File: config.mk
export PLATFORM = sky130hd
export DESIGN_NAME = multicycle_control_unit
export DESIGN_NICKNAME = d
export VERILOG_FILES = /design/src/rtl/multicycle_control_unit.sv
export SDC_FILE = /design/constraint.sdc
export NUM_CORES = 1
export LEC_CHECK = 0
export ABC_AREA = 1
export ABC_CLOCK_PERIOD_IN_PS = 1200
export CORE_MARGIN = 2
export CORE_UTILIZATION = 35
export CTS_CLUSTER_SIZE = 28
export DETAILED_ROUTE_END_ITERATION = 7
export PLACE_DENSITY = 0.75
export SETUP_SLACK_MARGIN = 0.4
export SLEW_MARGIN = 20
export SYNTH_ARGS = -nofsm -noshare
export SYNTH_HDL_FRONTEND = slang
export SYNTH_SLANG_ARGS = --single-unit
File: constraint.sdc
create_clock -name clk -period 1.2 [get_ports clk]
set_input_delay 0.24 -clock clk [delete_from_list [all_inputs] [get_ports clk]]
set_output_delay 0.24 -clock clk [all_outputs]
set_load 0.03 [all_outputs]
File: src/rtl/multicycle_control_unit.sv
// Multicycle MIPS control FSM: sequences each instruction over several cycles and drives
// every datapath enable/select, including ALU decode, memory wait handshake and illegal-op flag.
module multicycle_control_unit #(
  parameter int unsigned OP_W       = 6,
  parameter int unsigned ALUCTRL_W  = 3,
  parameter int unsigned ENABLE_BNE = 1,
  parameter int unsigned STATE_W    = 4
) (
  input  logic                 clk,
  input  logic                 reset,
  input  logic [OP_W-1:0]      Op,
  input  logic [OP_W-1:0]      funct,
  input  logic                 zero,
  input  logic                 memReady,
  output logic                 iorD,
  output logic                 irWrite,
  output logic                 memWrite,
  output logic                 regWrite,
  output logic                 regDst,
  output logic                 memToReg,
  output logic                 aluSrcA,
  output logic [1:0]           aluSrcB,
  output logic [1:0]           pcSrc,
  output logic                 pcEn,
  output logic [ALUCTRL_W-1:0] aluControl,
  output logic [STATE_W-1:0]   state,
  output logic                 instrDone,
  output logic                 illegalOp
);

  typedef enum logic [3:0] {
    StFetch   = 4'd0,
    StDecode  = 4'd1,
    StMemAdr  = 4'd2,
    StMemRd   = 4'd3,
    StMemWb   = 4'd4,
    StMemWr   = 4'd5,
    StExecute = 4'd6,
    StAluWb   = 4'd7,
    StBranch  = 4'd8,
    StAddiEx  = 4'd9,
    StAddiWb  = 4'd10,
    StJump    = 4'd11
  } state_e;

  localparam bit BneEn = (ENABLE_BNE != 0);

  localparam logic [OP_W-1:0] OpRtype = OP_W'(6'b000000);
  localparam logic [OP_W-1:0] OpLw    = OP_W'(6'b100011);
  localparam logic [OP_W-1:0] OpSw    = OP_W'(6'b101011);
  localparam logic [OP_W-1:0] OpBeq   = OP_W'(6'b000100);
  localparam logic [OP_W-1:0] OpBne   = OP_W'(6'b000101);
  localparam logic [OP_W-1:0] OpAddi  = OP_W'(6'b001000);
  localparam logic [OP_W-1:0] OpJ     = OP_W'(6'b000010);

  localparam logic [OP_W-1:0] FnAdd = OP_W'(6'b100000);
  localparam logic [OP_W-1:0] FnSub = OP_W'(6'b100010);
  localparam logic [OP_W-1:0] FnAnd = OP_W'(6'b100100);
  localparam logic [OP_W-1:0] FnOr  = OP_W'(6'b100101);
  localparam logic [OP_W-1:0] FnSlt = OP_W'(6'b101010);

  localparam logic [ALUCTRL_W-1:0] AluAdd = ALUCTRL_W'(3'b010);
  localparam logic [ALUCTRL_W-1:0] AluSub = ALUCTRL_W'(3'b110);
  localparam logic [ALUCTRL_W-1:0] AluAnd = ALUCTRL_W'(3'b000);
  localparam logic [ALUCTRL_W-1:0] AluOr  = ALUCTRL_W'(3'b001);
  localparam logic [ALUCTRL_W-1:0] AluSlt = ALUCTRL_W'(3'b111);

  state_e                 state_q, state_d;
  logic                   is_bne_q, is_bne_d;
  logic                   dec_illegal;
  logic [ALUCTRL_W-1:0]   alu_funct;

  always_ff @(posedge clk) begin
    if (reset) begin
      state_q  <= StFetch;
      is_bne_q <= 1'b0;
    end else begin
      state_q  <= state_d;
      is_bne_q <= is_bne_d;
    end
  end

  always_comb begin
    alu_funct = AluAdd;
    case (funct)
      FnAdd:   alu_funct = AluAdd;
      FnSub:   alu_funct = AluSub;
      FnAnd:   alu_funct = AluAnd;
      FnOr:    alu_funct = AluOr;
      FnSlt:   alu_funct = AluSlt;
      default: alu_funct = AluAdd;
    endcase
  end

  always_comb begin
    state_d     = state_q;
    is_bne_d    = is_bne_q;
    dec_illegal = 1'b0;
    iorD        = 1'b0;
    irWrite     = 1'b0;
    memWrite    = 1'b0;
    regWrite    = 1'b0;
    regDst      = 1'b0;
    memToReg    = 1'b0;
    aluSrcA     = 1'b0;
    aluSrcB     = 2'b00;
    pcSrc       = 2'b00;
    pcEn        = 1'b0;
    aluControl  = AluAdd;
    instrDone   = 1'b0;
    illegalOp   = 1'b0;

    case (state_q)
      StFetch: begin
        aluSrcB = 2'b01;
        irWrite = memReady;
        pcEn    = memReady;
        if (memReady) state_d = StDecode;
      end
      StDecode: begin
        aluSrcB  = 2'b11;
        // IR is stable through the instruction, but latch the branch sense once here anyway
        is_bne_d = (Op == OpBne);
        case (Op)
          OpLw, OpSw: state_d = StMemAdr;
          OpRtype:    state_d = StExecute;
          OpBeq:      state_d = StBranch;
          OpBne: begin
            if (BneEn) state_d = StBranch;
            else       dec_illegal = 1'b1;
          end
          OpAddi:     state_d = StAddiEx;
          OpJ:        state_d = StJump;
          default:    dec_illegal = 1'b1;
        endcase
        if (dec_illegal) begin
          illegalOp = 1'b1;
          instrDone = 1'b1;
          state_d   = StFetch;
        end
      end
      StMemAdr: begin
        aluSrcA = 1'b1;
        aluSrcB = 2'b10;
        state_d = (Op == OpSw) ? StMemWr : StMemRd;
      end
      StMemRd: begin
        iorD = 1'b1;
        if (memReady) state_d = StMemWb;
      end
      StMemWb: begin
        regWrite  = 1'b1;
        memToReg  = 1'b1;
        instrDone = 1'b1;
        state_d   = StFetch;
      end
      StMemWr: begin
        iorD      = 1'b1;
        memWrite  = 1'b1;
        instrDone = memReady;
        if (memReady) state_d = StFetch;
      end
      StExecute: begin
        aluSrcA    = 1'b1;
        aluControl = alu_funct;
        state_d    = StAluWb;
      end
      StAluWb: begin
        regWrite  = 1'b1;
        regDst    = 1'b1;
        instrDone = 1'b1;
        state_d   = StFetch;
      end
      StBranch: begin
        aluSrcA    = 1'b1;
        aluControl = AluSub;
        pcSrc      = 2'b01;
        pcEn       = is_bne_q ? !zero : zero;
        instrDone  = 1'b1;
        state_d    = StFetch;
      end
      StAddiEx: begin
        aluSrcA = 1'b1;
        aluSrcB = 2'b10;
        state_d = StAddiWb;
      end
      StAddiWb: begin
        regWrite  = 1'b1;
        instrDone = 1'b1;
        state_d   = StFetch;
      end
      StJump: begin
        pcSrc     = 2'b10;
        pcEn      = 1'b1;
        instrDone = 1'b1;
        state_d   = StFetch;
      end
      default: state_d = StFetch;
    endcase

    // Reset cycle: no side effects, selects parked at their fetch values
    if (reset) begin
      iorD       = 1'b0;
      irWrite    = 1'b0;
      memWrite   = 1'b0;
      regWrite   = 1'b0;
      regDst     = 1'b0;
      memToReg   = 1'b0;
      aluSrcA    = 1'b0;
      aluSrcB    = 2'b01;
      pcSrc      = 2'b00;
      pcEn       = 1'b0;
      aluControl = AluAdd;
      instrDone  = 1'b0;
      illegalOp  = 1'b0;
    end
  end

  assign state = STATE_W'(state_q);

endmodule

# Word-level counts from Yosys, hierarchy flattened
# Index checks and enable logic that the tools add are counted.
# word_totals
ff_bits	5
latch_bits	0
mem_bits_rw	0
mem_bits_ro	0
inputBits	16
output_inout_bits	21
word_cells	77
n_memories	0
# op_classes
addsub	0
multipliers	0
div	0
n_lt_le_gt_ge	0
eq_ne	25
shifts	0
muxes	38
bitwise	0
reduce_logical	12
# ops
op	count
$eq 6x6->1 const B	6
$pmux 4 s7	1
$mux 1	22
$pmux 4 s5	1
$eq 4x3->1 const B	4
$eq 4x4->1 const B	4
$mux 4	4
$eq 6x3->1 const B	2
$pmux 3 s4	1
$eq 4x2->1 const B	2
$reduce_or 2->1	4
$ne 7x3->1 const B	1
$reduce_or 7->1	1
$eq 6x2->1 const B	1
$eq 6x4->1 const B	1
$logic_not 6->1	1
$mux 3	2
$ne 2x2->1 const B	3
$pmux 1 s3	2
$pmux 2 s3	1
$pmux 3 s2	1
$reduce_or 5->1	1
$eq 4x1->1 const B	1
$logic_not 4->1	1
other kinds (6)	7

# Depth between registers and ports, before layout
# depth
depth_word	7
depth_mapped	9
ltp_nobuf	9

# Worst setup path after synthesis
# OpenSTA, ideal clock, no wires.
# synth_path
path_type	reg2out
from	register state_q[2] (netlist: state[2])
to	output aluControl[0]
arrival_ns	1.731
t_required_ns	0.960
slack_ns	-0.771
path_stages_with_launch	7
path_buffers	0
path_cell_list	dfxtp_1 inv_2 nor2_4 nand2_1 nor2_2 nand4_1 o22ai_2
# synth_via
elab_chain_cells	3
elab_cells_between_ends	4
cone_classes	eq/ne: 2; mux: 2
# synth_rtl
element	line	source
start: declaration	68	state_e state_q, state_d;
start signal: assignment	75	state_q <= StFetch;
start signal: assignment	78	state_q <= state_d;
$eq 4x4->1 / $eq 4x3->1 (equally long branches)	113	case (state_q)
$pmux 3 s2 (*)	113	
$mux 3 (*)	202	if (reset) begin
end: declaration	25	output logic [ALUCTRL_W-1:0] aluControl,
# Mark *: on every way between the ends. The rest lies on a longest branch, timed or not.

# Worst setup path in the final report
# layout_path
from	register state_q[1] (netlist: state[1])
to	output instrDone
# layout_via
elab_chain_cells	4
elab_cells_between_ends	10
cone_classes	eq/ne: 7; mux: 2; reduce/logical: 1
# layout_rtl
element	line	source
$eq 4x4->1 / $eq 4x3->1 (equally long branches)	113	
$reduce_or 5->1 (no source line)	--	
$pmux 1 s3 (*)	113	
$mux 1 (*)	202	
end: declaration	27	output logic instrDone,
# Marks and branches as above.

==> results.md <==
- FF+latch count, synth: 5
- Kind of critical path: reg2out
- Clock Path Buffers: 2
- Core footprint: 0.001962 sq mm
- Port bufs: 36
- Share of cells above drive strength 1: 0.7198
- Worst path required time: 0.96 ns
- F_max: 536.1 MHz
- Pre-CTS setup slack: -0.6838 ns
- Post-DP Area: 0.001474 sq mm
- Syn-to-layout area delta: 164.6%
- Post-Syn Instances: 134
- Peak supply drop: 0.0007195 V
- # H-tree levels: 1
- CTS Buf Count: 3
- # IOs: 37
- Leakage power: 0.0009656 uW
- Drt total wl: 5.275 mm
- Yosys warns: 0
- Hold WC Path Type: in2reg
- HPWL Detailed: 2.281 mm
- Final hold violation count: 0
- Fin nets: 249
- # setup viols final: 22
- Register area share after synthesis: 0.1382
- Initial antenna violation count: 0
- Crit path capture type: output port
- Tmin final: 1.865 ns
- Post-route ant nets: 0
- Ant. Diodes: 0
- Worst setup path end: instrDone
- Fillers: 29
- # DRC: 0
- WHS: 0.4504 ns
- Reg-to-reg endpoint: state[2]$_SDFFE_PP0P_
- Post-synth top area share: 0.1382
- Synth cell types: 23
- Die Span X: 49.50 um
- Final Max Tran Viols: 0
- Critical Path Source Type: flip-flop
- Die area: 0.002450 sq mm
- Worst Path Arrival: 1.63 ns
- Wire length per cell: 20.37 um
- Die H: 49.50 um
- Register area: 115.1 sq um
- Largest net degree at the start of global routing: 11
- Largest area contributor in the netlist: dfxtp_1
- Post-route cell area: 0.001917 sq mm
- Worst r2r path cells: 10
- Initial DRC Count: 141
- Starting Density: 0.3693
- Finished Core Util: 0.9770
- Max Clock Skew: 0.006074 ns
- Gr usage total: 0.3179
- CTS tree: yes
- DRT Pass-1 Iters: 4
- First-pass GRT wire length: 6.051 mm
- CTS Hold Bufs: 0
- Reg2reg setup slack: -0.32 ns
- RSZ-0062 raised after global routing: yes
- Relative slew slack: 0.7938
- Period Utilization, post-route: 1.555
- Congestion Overflow GR: 0
- Setup ws final: -0.6655 ns
- Slew @ Worst Pin: 0.3092 ns
- Failing checks: negative setup slack
- Area contributors post-synth: dfxtp_1, nand2_1, nor2_1
- Clock root buffer master: clkbuf_4
- Num rows: 16
- Clock input transition at the sequential cells of the worst setup and hold paths: 0.05 ns
- DR vias/cell: 5.807
- Maxcap violations: 0
- Post-Syn Nets: 150
- Dpl cells: 236
- Synthesized cell area: 724.4 sq um
- Cell Count, Final, Fillers Out: 259
- Power Density: 464.6 mW/mm^2
- Vias: 1504
- Multi-input logic area: 759.5 sq um
- Worst r2r src: state[2]$_SDFFE_PP0P_
- Synth Area per Inst: 5.406 sq um
- Later-pin clock latency in the skew report: 0.25 ns
- Vias in the first global route: 1348
- Clock sinks: 5
- CP Max Fanout: 5
- CP Launch Point: state[1]$_SDFFE_PP0P_
- RePlAce Congestion: 0.8729
- Outcome: complete, but fails checks
[final cells by class]
class	instances	area share
Tap cell	27	0.01762
Timing Repair Buffer	96	0.4517
Inverter	29	0.06071
Sequential cell	5	0.06005
Clock buffer	4	0.01371
Multi-Input combinational cell	98	0.3962
[stage by stage]
step | power [uW] | TNS [ns]
CTS | 780.2 | -6.815
detailed placement | 533.5 | -8.080
global route | 903.6 | -10.67
finish | 890.6 | -9.975
global placement | 525.1 | -7.397
floorplan | 355.2 | -4.283
[routing by layer]
metal / vias up / share of wire / track usage / routed length, um
met2: 142 / 0.49 / 0.5676 / 2559
li1: 623 / - / - / -
met1: 675 / 0.33 / 0.3549 / 1721
met3: 64 / 0.083 / 0.06061 / 440
met4: 0 / 0.11 / 0.1667 / 554
met5: - / 0 / 0 / 0
[critical path, stage by stage, from the launching register on]
cell	delay (ns)
dfxtp_4	0.39
nand2_4	0.10
inv_1	0.06
nand2_1	0.11
nand2_1	0.12
nor2_2	0.14
nand2_1	0.07
a21oi_2	0.17
a21oi_4	0.07
buf_6	0.14
[cell usage after synthesis, drive strengths merged]
cell type	count
a211oi	1
a21oi	12
buf	1
clkbuf	1
dfxtp	5
inv	29
nand2	28
nand3	12
nand4	2
nor2	30
nor3	4
o21ai	6
o22ai	2
xor2	1
[report_power, final]
group / leakage [uW] / switching, uW / internal (uW)
clock network: 0.0000150 / 87.5 / 127
logic: 0.000907 / 267 / 228
registers: 0.0000436 / 15.1 / 166
total: 0.000966 / 370 / 521
[cell families after synthesis]
kind of cell / Yosys count / synth area share
DFF: 5 / 0.1382
xor gates and xnor gates: 1 / 0.01209
AOI/OAI and AO/OA: 21 / 0.1762
buffers and inverters: 31 / 0.1623
and+or+nand+nor: 76 / 0.5112
[flip-flops by register name, indices dropped and copies added (netlist names)]
register,flops
state,4
is_bne_q,1
[worst min path at each step]
stage                     startpoint                     to  slack [ns]  cells after the start
2_1_floorplan                  Op[0]  is_bne_q$_SDFFE_PP0N_        0.40                      2
3_3_place_gp   is_bne_q$_SDFFE_PP0N_  is_bne_q$_SDFFE_PP0N_        0.52                      2
3_5_place_dp   is_bne_q$_SDFFE_PP0N_  is_bne_q$_SDFFE_PP0N_        0.52                      2
4_1_cts                        Op[0]  is_bne_q$_SDFFE_PP0N_        0.44                      4
5_1_grt                        Op[0]  is_bne_q$_SDFFE_PP0N_        0.44                      4
6_report                       Op[0]  is_bne_q$_SDFFE_PP0N_        0.45                      4
[cells in the final DEF, fill, tap and decap left out, drive strengths merged]
master	Yosys	routed
o22ai	2	2
nand3	12	12
clkbuf	1	4
clkdlybuf4s50	0	8
dfxtp	5	5
nor2	30	30
nand2	28	28
o21ai	6	6
dlygate4sd2	0	1
nand4	2	2
a21oi	12	12
xor2	1	1
nor3	4	4
inv	29	29
a211oi	1	1
buf	1	87
[timing repair]
item / 4_1_cts / 5_1_grt
setup endpoints to repair: 26 / 26
setup buffers: 12 / 7
pin swaps: 17 / 14
gates cloned: 0 / 0
gates resized for setup: 82 / 26
No activity file was read; power rests on OpenSTA's default activity.
